### src/rtl/roteador_pacotes_if.sv
// Handshake and control bundle for the packet router: N input streams,
// one registered output stream, select/mode controls and status.
interface roteador_pacotes_if #(
    parameter int unsigned WIDTH    = 4,
    parameter int unsigned N_CH     = 4,
    parameter int unsigned SEL_BITS = 2
);
    logic [N_CH*WIDTH-1:0] in_data;
    logic [N_CH-1:0]       in_valid;
    logic [N_CH-1:0]       in_last;
    logic [N_CH-1:0]       in_ready;
    logic                  mode;
    logic [SEL_BITS-1:0]   SEL;
    logic [WIDTH-1:0]      out_data;
    logic                  out_valid;
    logic                  out_last;
    logic                  out_ready;
    logic [SEL_BITS-1:0]   grant;
    logic                  busy;

    modport master (
        output in_data, in_valid, in_last, mode, SEL, out_ready,
        input  in_ready, out_data, out_valid, out_last, grant, busy
    );

    modport slave (
        input  in_data, in_valid, in_last, mode, SEL, out_ready,
        output in_ready, out_data, out_valid, out_last, grant, busy
    );
endinterface

### src/rtl/roteador_pacotes.sv
// N-channel packet router: fixed-select or round-robin arbitration, grant held
// for a whole packet, single registered output stage with valid/ready.
module roteador_pacotes #(
    parameter int unsigned WIDTH    = 4,
    parameter int unsigned N_CH     = 4,
    parameter int unsigned SEL_BITS = 2
) (
    input  logic               clock,
    input  logic               reset,
    roteador_pacotes_if.slave  bus
);
    typedef enum logic {IDLE, LOCKED} state_t;

    state_t              state_q, state_d;
    logic [SEL_BITS-1:0] lock_q, lock_d;
    logic [SEL_BITS-1:0] rr_q, rr_d;
    logic [SEL_BITS-1:0] grant_q, grant_d;
    logic [WIDTH-1:0]    data_q, data_d;
    logic                valid_q, valid_d;
    logic                last_q, last_d;
    logic                busy_q, busy_d;

    logic [SEL_BITS-1:0] cand, scan_idx, sel_ch;
    logic                cand_ok, sel_ok, can_accept, xfer, beat_last;
    logic [WIDTH-1:0]    beat_data;
    logic [N_CH-1:0]     ready_c;

    // Candidate for a new packet: clamped SEL, or first valid channel after rr_q
    always_comb begin
        cand     = '0;
        cand_ok  = 1'b0;
        scan_idx = '0;
        if (!bus.mode) begin
            cand_ok = 1'b1;
            cand    = (32'(bus.SEL) >= N_CH) ? SEL_BITS'(N_CH - 1) : bus.SEL;
        end else begin
            for (int unsigned k = 1; k <= N_CH; k++) begin
                scan_idx = SEL_BITS'((32'(rr_q) + k) % N_CH);
                if (!cand_ok && bus.in_valid[scan_idx]) begin
                    cand    = scan_idx;
                    cand_ok = 1'b1;
                end
            end
        end
    end

    // An open packet pins the source; otherwise the candidate is offered
    always_comb begin
        sel_ch     = (state_q == LOCKED) ? lock_q : cand;
        sel_ok     = (state_q == LOCKED) || cand_ok;
        can_accept = !valid_q || bus.out_ready;
        ready_c    = '0;
        if (can_accept && !reset && sel_ok) begin
            ready_c[sel_ch] = 1'b1;
        end
        beat_data = bus.in_data[32'(sel_ch)*WIDTH +: WIDTH];
        beat_last = bus.in_last[sel_ch];
        xfer      = bus.in_valid[sel_ch] && ready_c[sel_ch];
    end

    // Next state and output-stage update
    always_comb begin
        state_d = state_q;
        lock_d  = lock_q;
        rr_d    = rr_q;
        grant_d = grant_q;
        data_d  = data_q;
        last_d  = last_q;
        valid_d = valid_q && !bus.out_ready;
        busy_d  = busy_q;

        if (xfer) begin
            data_d  = beat_data;
            last_d  = beat_last;
            valid_d = 1'b1;
            grant_d = sel_ch;
        end

        case (state_q)
            IDLE: begin
                if (xfer) begin
                    if (bus.mode) begin
                        rr_d = sel_ch;
                    end
                    if (!beat_last) begin
                        state_d = LOCKED;
                        lock_d  = sel_ch;
                    end
                end
            end
            LOCKED: begin
                if (xfer && beat_last) begin
                    state_d = IDLE;
                end
            end
            default: state_d = IDLE;
        endcase

        busy_d = (state_d == LOCKED);
    end

    always_ff @(posedge clock) begin
        if (reset) begin
            state_q <= IDLE;
            lock_q  <= '0;
            rr_q    <= SEL_BITS'(N_CH - 1);
            grant_q <= '0;
            data_q  <= '0;
            last_q  <= 1'b0;
            valid_q <= 1'b0;
            busy_q  <= 1'b0;
        end else begin
            state_q <= state_d;
            lock_q  <= lock_d;
            rr_q    <= rr_d;
            grant_q <= grant_d;
            data_q  <= data_d;
            last_q  <= last_d;
            valid_q <= valid_d;
            busy_q  <= busy_d;
        end
    end

    assign bus.in_ready  = ready_c;
    assign bus.out_data  = data_q;
    assign bus.out_valid = valid_q;
    assign bus.out_last  = last_q;
    assign bus.grant     = grant_q;
    assign bus.busy      = busy_q;
endmodule

### src/flat_wrapper.sv
// flat-port wrapper written by rule: the top's interface ports become plain ports
module roteador_pacotes_flat 
#(
    parameter int unsigned WIDTH    = 4,
    parameter int unsigned N_CH     = 4,
    parameter int unsigned SEL_BITS = 2
)
  (clock, reset, bus_in_data, bus_in_valid, bus_in_last, bus_mode, bus_SEL, bus_out_ready, bus_in_ready, bus_out_data, bus_out_valid, bus_out_last, bus_grant, bus_busy);
  roteador_pacotes_if #(.WIDTH(WIDTH), .N_CH(N_CH), .SEL_BITS(SEL_BITS)) bus_i ();
  input  logic clock;
  input  logic reset;
  input wire logic [$bits(bus_i.in_data)-1:0] bus_in_data;
  input wire logic [$bits(bus_i.in_valid)-1:0] bus_in_valid;
  input wire logic [$bits(bus_i.in_last)-1:0] bus_in_last;
  input wire logic [$bits(bus_i.mode)-1:0] bus_mode;
  input wire logic [$bits(bus_i.SEL)-1:0] bus_SEL;
  input wire logic [$bits(bus_i.out_ready)-1:0] bus_out_ready;
  output wire logic [$bits(bus_i.in_ready)-1:0] bus_in_ready;
  output wire logic [$bits(bus_i.out_data)-1:0] bus_out_data;
  output wire logic [$bits(bus_i.out_valid)-1:0] bus_out_valid;
  output wire logic [$bits(bus_i.out_last)-1:0] bus_out_last;
  output wire logic [$bits(bus_i.grant)-1:0] bus_grant;
  output wire logic [$bits(bus_i.busy)-1:0] bus_busy;
  assign bus_i.in_data = bus_in_data;
  assign bus_i.in_valid = bus_in_valid;
  assign bus_i.in_last = bus_in_last;
  assign bus_i.mode = bus_mode;
  assign bus_i.SEL = bus_SEL;
  assign bus_i.out_ready = bus_out_ready;
  assign bus_in_ready = bus_i.in_ready;
  assign bus_out_data = bus_i.out_data;
  assign bus_out_valid = bus_i.out_valid;
  assign bus_out_last = bus_i.out_last;
  assign bus_grant = bus_i.grant;
  assign bus_busy = bus_i.busy;
  roteador_pacotes #(.WIDTH(WIDTH), .N_CH(N_CH), .SEL_BITS(SEL_BITS)) u_core (.clock(clock), .reset(reset), .bus(bus_i));
endmodule
### config.mk
export PLATFORM = sky130hd
export DESIGN_NAME = roteador_pacotes_flat
export DESIGN_NICKNAME = d
export VERILOG_FILES = /design/src/rtl/roteador_pacotes_if.sv /design/src/rtl/roteador_pacotes.sv /design/src/flat_wrapper.sv
export SDC_FILE = /design/constraint.sdc
export NUM_CORES = 1
export LEC_CHECK = 0
export ABC_AREA = 1
export CELL_PAD_IN_SITES_DETAIL_PLACEMENT = 2
export CELL_PAD_IN_SITES_GLOBAL_PLACEMENT = 2
export CORE_ASPECT_RATIO = 2
export CORE_MARGIN = 5
export CORE_UTILIZATION = 23
export DETAILED_ROUTE_END_ITERATION = 6
export PLACE_DENSITY = 0.82
export SLEW_MARGIN = 20
export SYNTH_ARGS = -nofsm -noshare
export SYNTH_HDL_FRONTEND = slang
export SYNTH_SLANG_ARGS = --single-unit
### constraint.sdc
create_clock -name clock -period 3.38 [get_ports clock]
set_clock_uncertainty 0.05 [all_clocks]
set_input_delay 0.338 -clock clock [delete_from_list [all_inputs] [get_ports clock]]
set_output_delay 0.338 -clock clock [all_outputs]
set_load 0.1 [all_outputs]
==> insert_results.sql, run 1 <==
INSERT INTO impl_metrics (metric_group, metric, value, unit) VALUES
('run_status', 'run_status', 'complete, no violations', ''),
('worst_setup_path', 'required', '2.99', 'ns'),
('synthesis', 'synth_warnings', '0', ''),
('synthesis', 'yosys-top-cells-count', '50 x sky130_fd_sc_hd__nand2_1, 33 x sky130_fd_sc_hd__nand3_1, 20 x sky130_fd_sc_hd__nand2_2', ''),
('floorplanning', 'floorplan.die_area', '0.00649', 'mm²'),
('finish', 'post_route_cells_drive_above_1_share', '21.2', '%'),
('clock_network', 'cts_made_buffers', '3', ''),
('synthesis', 'dominantRegCellSynth', 'sky130_fd_sc_hd__dfxtp_1', ''),
('pwr', 'internal_power', '551', 'µW'),
('clock_network', 'gates_resized_cts_repair', '0', ''),
('clock_network', 'tritoncts', 'done', ''),
('synthesis', 'yosys_register_bits', '13', ''),
('clock_network', 'cts.path.max_buffers', '2', ''),
('sta', 'slew_viol_final', '0', ''),
('finish', 'syn2layout_area_growth', '49.3', '%'),
('min_path', 'holdCritPathClass', 'reg -> reg', ''),
('synthesis', 'synth_cells', '182', ''),
('detailed_routing', 'vias', '1344', ''),
('synthesis', 'synthesis.area', '0.00113', 'mm²'),
('grt', 'number_of_global_route_vias_before_repair', '1529', ''),
('synthesis', 'yosys.cell_types.count', '23', ''),
('synthesis', 'postSynthNetCount', '212', ''),
('sta', 'timing.final.ws_setup', '0.345', 'ns'),
('sta', 'layout_worst_path_cycle_share', '89.8', '%'),
('grt', 'grt_first_pass_wirelength', '6910', 'µm'),
('floorplanning', 'floorplan.initialDensity', '23.4', '%'),
('floorplanning', 'fp-row-count', '36', ''),
('grt', 'grt_overflow', '0', ''),
('sta', 'tns', '0', 'ns'),
('clock_network', 'cts-hold-fix-buffers', '0', ''),
('clock_network', 'cts_setup_buffers', '0', ''),
('synthesis', 'synth.avg_cell_area', '6.19', 'µm²'),
('floorplanning', 'floorplan.core_area', '0.00482', 'mm²'),
('grt', 'gr-usage-all-layers', '13.8', '%'),
('clock_network', 'number_of_h_tree_levels', '1', ''),
('detailed_routing', 'detail_route.first_pass.iterations', '2', ''),
('sta', 'fmax', '329', 'MHz'),
('worst_setup_path', 'crit_path_top_delay_cell', 'sky130_fd_sc_hd__dfxtp_1', ''),
('detailed_routing', 'drc_errors', '0', ''),
('pwr', 'net-switching-power', '758', 'µW'),
('pwr', 'seq_power_share', '17.3', '%'),
('place', 'place_congestion', '0.761', ''),
('pwr', 'clock_power_share', '10.6', '%'),
('sta', 'tightestPinTransition', '0.979', 'ns'),
('worst_setup_path', 'setup.worst_path.end_class', 'primary output', ''),
('synthesis', 'synth.top_cells.by_area', 'sky130_fd_sc_hd__dfxtp_1 23%, sky130_fd_sc_hd__nand2_1 17%, sky130_fd_sc_hd__nand3_1 15%', ''),
('detailed_routing', 'finalWirelength', '4200', 'µm'),
('grt', 'grt_start_max_net_pins', '17', ''),
('place', 'dp_cells', '275', ''),
('worst_setup_path', 'arrival', '2.65', 'ns'),
('clock_network', 'cts.sinks', '13', ''),
('detailed_routing', 'route.detailed.vias_per_inst', '4.82', ''),
('worst_setup_path', 'setup.worst_path.start_class', 'register', ''),
('pwr', 'power_density', '778', 'mW/mm²'),
('clock_network', 'clock_insertion_delay_worst_skew', '0.24', 'ns'),
('pwr', 'leakagePower', '0.000706', 'µW'),
('finish', 'diodes', '0', ''),
('detailed_routing', 'antenna_left', '0', ''),
('detailed_routing', 'wl_per_cell', '15.0', 'µm'),
('synthesis', 'seq_area_frac_synth', '23.1', '%'),
('floorplanning', 'die-width', '59.5', 'µm'),
('flow_run', 'cap_viol_max_count', '0', ''),
('synthesis', 'synth.most_common_cell', 'sky130_fd_sc_hd__nand2_1', ''),
('place', 'detailedPlace.worstSlack', '0.356', 'ns'),
('floorplanning', 'fp.dieH', '109', 'µm'),
('pwr', 'power.ir.vdd_worst', '0.477', 'mV'),
('finish', 'finalNonFillerCells', '279', ''),
('detailed_routing', 'initialDrtViolationCount', '14', ''),
('clock_network', 'clk_root_buffer_cell', 'sky130_fd_sc_hd__clkbuf_8', ''),
('sta', 'relSlewSlack', '34.5', '%'),
('worst_setup_path', 'cells_traversed_along_the_worst_timing_path', 'inv_6, nand2_1, nand2_1, nand2_1, nand2_2, a21oi_1, nand2_1, nand3_2, nand2_4, nand2_4, inv_1, nor3_2, buf_12', '');
final cells by class:
cell class                      instances  area (µm²)
Fill cell                             581        3140
Tap cell                               57        71.3
Inverter                               12        50.0
Timing Repair Buffer                   45         483
Clock buffer                            4        45.0
Sequential cell                        13         260
Multi-Input combinational cell        148         773
through the flow:
step	util (%)	power [µW]	cell area (µm²)
after floorplan	-	938	1150
after global placement	34.0	1170	1640
after detailed placement	34.0	1190	1640
after CTS	34.9	1330	1680
after global routing	34.9	1410	1680
final	34.9	1310	1680
layout by cell type, fill, tap and decap left out:
cell type | netlist | routed
sky130_fd_sc_hd__nand2_1 | 50 | 50
sky130_fd_sc_hd__clkdlybuf4s50_1 | 0 | 38
sky130_fd_sc_hd__nand3_1 | 33 | 33
sky130_fd_sc_hd__nand2_2 | 20 | 20
sky130_fd_sc_hd__nor2_1 | 15 | 15
sky130_fd_sc_hd__dfxtp_1 | 13 | 13
sky130_fd_sc_hd__inv_1 | 10 | 10
sky130_fd_sc_hd__a21oi_1 | 6 | 6
sky130_fd_sc_hd__nand4_1 | 6 | 6
sky130_fd_sc_hd__a21oi_2 | 5 | 5
sky130_fd_sc_hd__nor3_2 | 0 | 4
sky130_fd_sc_hd__buf_12 | 0 | 4
sky130_fd_sc_hd__clkbuf_8 | 0 | 3
sky130_fd_sc_hd__buf_4 | 1 | 3
sky130_fd_sc_hd__nand3_2 | 2 | 2
sky130_fd_sc_hd__nand2_4 | 2 | 2
sky130_fd_sc_hd__inv_6 | 1 | 1
sky130_fd_sc_hd__inv_2 | 1 | 1
sky130_fd_sc_hd__nor3_1 | 5 | 1
sky130_fd_sc_hd__nor2_4 | 1 | 1
sky130_fd_sc_hd__a21oi_4 | 1 | 1
sky130_fd_sc_hd__nand3b_1 | 1 | 1
sky130_fd_sc_hd__o21ai_0 | 1 | 1
sky130_fd_sc_hd__clkbuf_1 | 1 | 1
worst max-delay path, delay by kind of cell (launching register included):
family / cells / cell delay (ns)
simple gates: 9 / 1.15
flops: 1 / 0.59
buf+inv: 3 / 0.52
compound gates: 1 / 0.12
routing by layer:
| metal | GRT usage (%) | part of all wire (%) | up-vias | wire (µm) |
|---|---|---|---|---|
| met5 | 0 | 0 | - | 0 |
| met4 | 4.44 | 1.5 | 0 | 64 |
| li1 | - | - | 673 | - |
| met1 | 13.0 | 34 | 637 | 1430 |
| met2 | 29.0 | 61 | 28 | 2580 |
| met3 | 1.18 | 2.9 | 6 | 121 |
kinds of logic after synthesis:
family | after synthesis | share of synthesized area, %
AOI/OAI and AO/OA | 13 | 8.43
and+or+nand+nor | 135 | 58.4
DFF | 13 | 23.1
buffers and inverters | 21 | 10.1
power by group through the flow:
| stage | Sequential, µW | Combinational [µW] | Clock, µW |
|---|---|---|---|
| final | 227 | 943 | 139 |
| after global routing | 234 | 1020 | 151 |
| after CTS | 229 | 961 | 144 |
| after detailed placement | 232 | 956 | 0 |
| after global placement | 232 | 940 | 0 |
| after floorplan | 390 | 548 | 0 |
registers in the layout (all words and copies together) (netlist names), named ones only:
| name | flops |
|---|---|
| u_core.bus.out_valid | 1 |
| u_core.bus.grant | 2 |
| u_core.bus.out_data | 4 |
| u_core.bus.out_last | 1 |
| u_core.rr_q | 2 |
| u_core.lock_q | 2 |
final timing paths:
path                  startpoint                  end  slack, ns  depth (start not counted)
min reg2reg  u_core.bus.grant[0]  u_core.bus.grant[0]       0.43                          2
max               u_core.rr_q[0]      bus_in_ready[0]       0.34                         13
min          u_core.bus.grant[0]  u_core.bus.grant[0]       0.43                          2
max reg2reg       u_core.rr_q[0]       u_core.rr_q[0]       0.67                         15
Note: power is estimated with default switching activity, not from simulation.
==> run 2: changes to the inputs <==
--- a/config.mk
+++ b/config.mk
@@ -8,11 +8,12 @@
 export ABC_AREA = 1
 export CELL_PAD_IN_SITES_DETAIL_PLACEMENT = 2
 export CELL_PAD_IN_SITES_GLOBAL_PLACEMENT = 2
-export CORE_ASPECT_RATIO = 2
+export CORE_ASPECT_RATIO = 1.25
 export CORE_MARGIN = 5
 export CORE_UTILIZATION = 23
 export DETAILED_ROUTE_END_ITERATION = 6
 export PLACE_DENSITY = 0.82
+export SKIP_CTS_REPAIR_TIMING = 1
 export SLEW_MARGIN = 20
 export SYNTH_ARGS = -nofsm -noshare
 export SYNTH_HDL_FRONTEND = slang
==> insert_results.sql, run 2 (synthesis results as in run 1) <==
INSERT INTO impl_metrics (metric_group, metric, value, unit) VALUES
('run_status', 'run_status', 'complete, no violations', ''),
('flow_run', 'cap_viol_max_count', '0', ''),
('grt', 'grt_start_max_net_pins', '17', ''),
('finish', 'layout.cell_area.non_filler', '0.00168', 'mm²'),
('detailed_routing', 'drc_errors', '0', ''),
('floorplanning', 'fp.dieH', '88.3', 'µm'),
('clock_network', 'clock_insertion_delay_worst_skew', '0.24', 'ns'),
('sta', 'timing.final.ws_setup', '0.353', 'ns'),
('floorplanning', 'fp-row-count', '28', ''),
('worst_setup_path', 'critical_path_peak_fanout', '16', ''),
('floorplanning', 'floorplan.core_area', '0.00476', 'mm²'),
('clock_network', 'cts.path.max_buffers', '2', ''),
('detailed_routing', 'initialDrtViolationCount', '35', ''),
('finish', 'multi_input_area', '773', 'µm²'),
('worst_setup_path', 'required', '2.99', 'ns'),
('clock_network', 'tritoncts', 'done', ''),
('pwr', 'power.ir.vdd_worst', '0.394', 'mV'),
('worst_setup_path', 'arrival', '2.64', 'ns'),
('detailed_routing', 'finalWirelength', '4170', 'µm'),
('worst_setup_path', 'setup.worst_path.end_class', 'primary output', ''),
('min_path', 'holdCritPathClass', 'reg -> reg', ''),
('detailed_routing', 'vias', '1348', ''),
('clock_network', 'cts_made_buffers', '3', ''),
('sta', 'tns', '0', 'ns'),
('grt', 'grt_overflow', '0', ''),
('sta', 'slew_viol_final', '0', ''),
('sta', 'relSlewSlack', '33.8', '%'),
('clock_network', 'number_of_h_tree_levels', '1', ''),
('worst_setup_path', 'setup.worst_path.start_class', 'register', ''),
('sta', 'unrepaired_setup_endpoints_after_global_routing', 'no', ''),
('floorplanning', 'floorplan.die_area', '0.00641', 'mm²'),
('sta', 'setup-violations-final', '0', ''),
('detailed_routing', 'wl_per_cell', '14.8', 'µm'),
('worst_setup_path', 'critPathKind', 'reg -> out', ''),
('finish', 'layout.filler_cells', '593', ''),
('finish', 'post_route_cells_drive_above_1_share', '20.8', '%'),
('finish', 'most-common-layout-cells', '50 x sky130_fd_sc_hd__nand2_1, 38 x sky130_fd_sc_hd__clkdlybuf4s50_1, 33 x sky130_fd_sc_hd__nand3_1', ''),
('clock_network', 'clk_pin_slew', '0.05', 'ns'),
('worst_setup_path', 'crit_path_top_delay_cell', 'sky130_fd_sc_hd__dfxtp_1', ''),
('finish', 'nNetsFinal', '252', ''),
('sta', 'fin_crit', '3.03', 'ns'),
('floorplanning', 'die-width', '72.6', 'µm'),
('detailed_routing', 'route.detailed.vias_per_inst', '4.80', ''),
('detailed_routing', 'detail_route.first_pass.iterations', '4', ''),
('place', 'place_hpwl', '3500', 'µm'),
('sta', 'fmax', '330', 'MHz'),
('grt', 'number_of_global_route_vias_before_repair', '1524', ''),
('worst_setup_path', 'cells_traversed_along_the_worst_timing_path', 'inv_6, nand2_1, nand2_1, nand2_1, nand2_2, a21oi_1, nand2_1, nand3_2, nand2_4, nand2_4, inv_1, nor3_2, buf_12', ''),
('finish', 'layout_commonest_cell', 'sky130_fd_sc_hd__nand2_1', ''),
('floorplanning', 'top_level_pins', '43', ''),
('place', 'dp_cells', '277', ''),
('detailed_routing', 'antenna_left', '0', ''),
('place', 'placement.io_buffers', '42', ''),
('place', 'place_congestion', '0.764', ''),
('place', 'detailed_place.area', '0.00163', 'mm²'),
('sta', 'tightestPinTransition', '0.989', 'ns'),
('worst_setup_path', 'path_buf_inv', '3', ''),
('sta', 'hold_viol', '0', ''),
('floorplanning', 'floorplan.initialDensity', '23.7', '%'),
('finish', 'area.sequential', '260', 'µm²'),
('finish', 'diodes', '0', ''),
('finish', 'finalNonFillerCells', '281', ''),
('pwr', 'power_density', '779', 'mW/mm²'),
('worst_setup_path', 'most_frequent_cell_on_critical_path', 'sky130_fd_sc_hd__nand2_1', ''),
('grt', 'grt_first_pass_wirelength', '7350', 'µm'),
('pwr', 'leakagePower', '0.000701', 'µW'),
('worst_setup_path', 'largest_stage_delay_worst_path', '0.57', 'ns'),
('grt', 'antenna_found_initial', '0', ''),
('clock_network', 'cts.sinks', '13', ''),
('pwr', 'power.total', '1310', 'µW'),
('clock_network', 'clk_root_buffer_cell', 'sky130_fd_sc_hd__clkbuf_8', ''),
('grt', 'gr-usage-all-layers', '14.3', '%'),
('place', 'detailedPlace.worstSlack', '0.313', 'ns'),
('finish', 'syn2layout_area_growth', '48.9', '%'),
('sta', 'layout_worst_path_cycle_share', '89.6', '%'),
('worst_setup_path', 'cpLargestDelayFamily', 'simple AND/OR/NAND/NOR gates', ''),
('finish', 'largest_reg_flops', '4', '');
[run 2: where the power goes]
group,leakage (µW),internal [µW],switching (µW),total (µW)
Sequential,0.000106,190,38.1,228
Clock,0.0000228,83.1,52.6,136
Combinational,0.000572,275,669,944
[run 2: per-layer routing]
metal | track usage [%] | vias to the layer above | share of wire, %
met4 | 2.18 | 0 | 0.70
met1 | 16.5 | 639 | 40
met2 | 27.8 | 32 | 56
met3 | 2.16 | 4 | 3.6
met5 | 0 | - | 0
li1 | - | 673 | -
[run 2: area by class of cell]
class,count,share of cell area [%]
multi-input combinational,148,46.1
timing repair buffer,44,28.3
sequential,13,15.5
tap,60,4.47
inverter,12,2.98
clock buffer,4,2.68
[run 2: path summary, 6_finish.rpt]
| path | cells past startpoint | slack (ns) | from | to |
|---|---|---|---|---|
| worst max register to register | 16 | 0.62 | u_core.rr_q[0] | u_core.rr_q[1] |
| worst min-delay path | 2 | 0.42 | u_core.bus.out_last | u_core.bus.out_last |
| worst min register to register | 2 | 0.42 | u_core.bus.out_last | u_core.bus.out_last |
| worst max-delay path | 13 | 0.35 | u_core.rr_q[0] | bus_in_ready[0] |
[run 2: worst register-to-register path: cells and delay by family (launching register included)]
kind,cells,cell delay (ns)
and+or+nand+nor,13,1.32
DFF,1,0.57
AOI/OAI and AO/OA,1,0.37
buffers and inverters,2,0.32
[run 2: per-stage QoR]
stage | utilization [%] | hold WS (ns)
floorplan | - | 0.405
finish | 35.2 | 0.422
global route | 35.2 | 0.469
global placement | 34.3 | 0.406
detailed placement | 34.3 | 0.418
CTS | 35.2 | 0.428
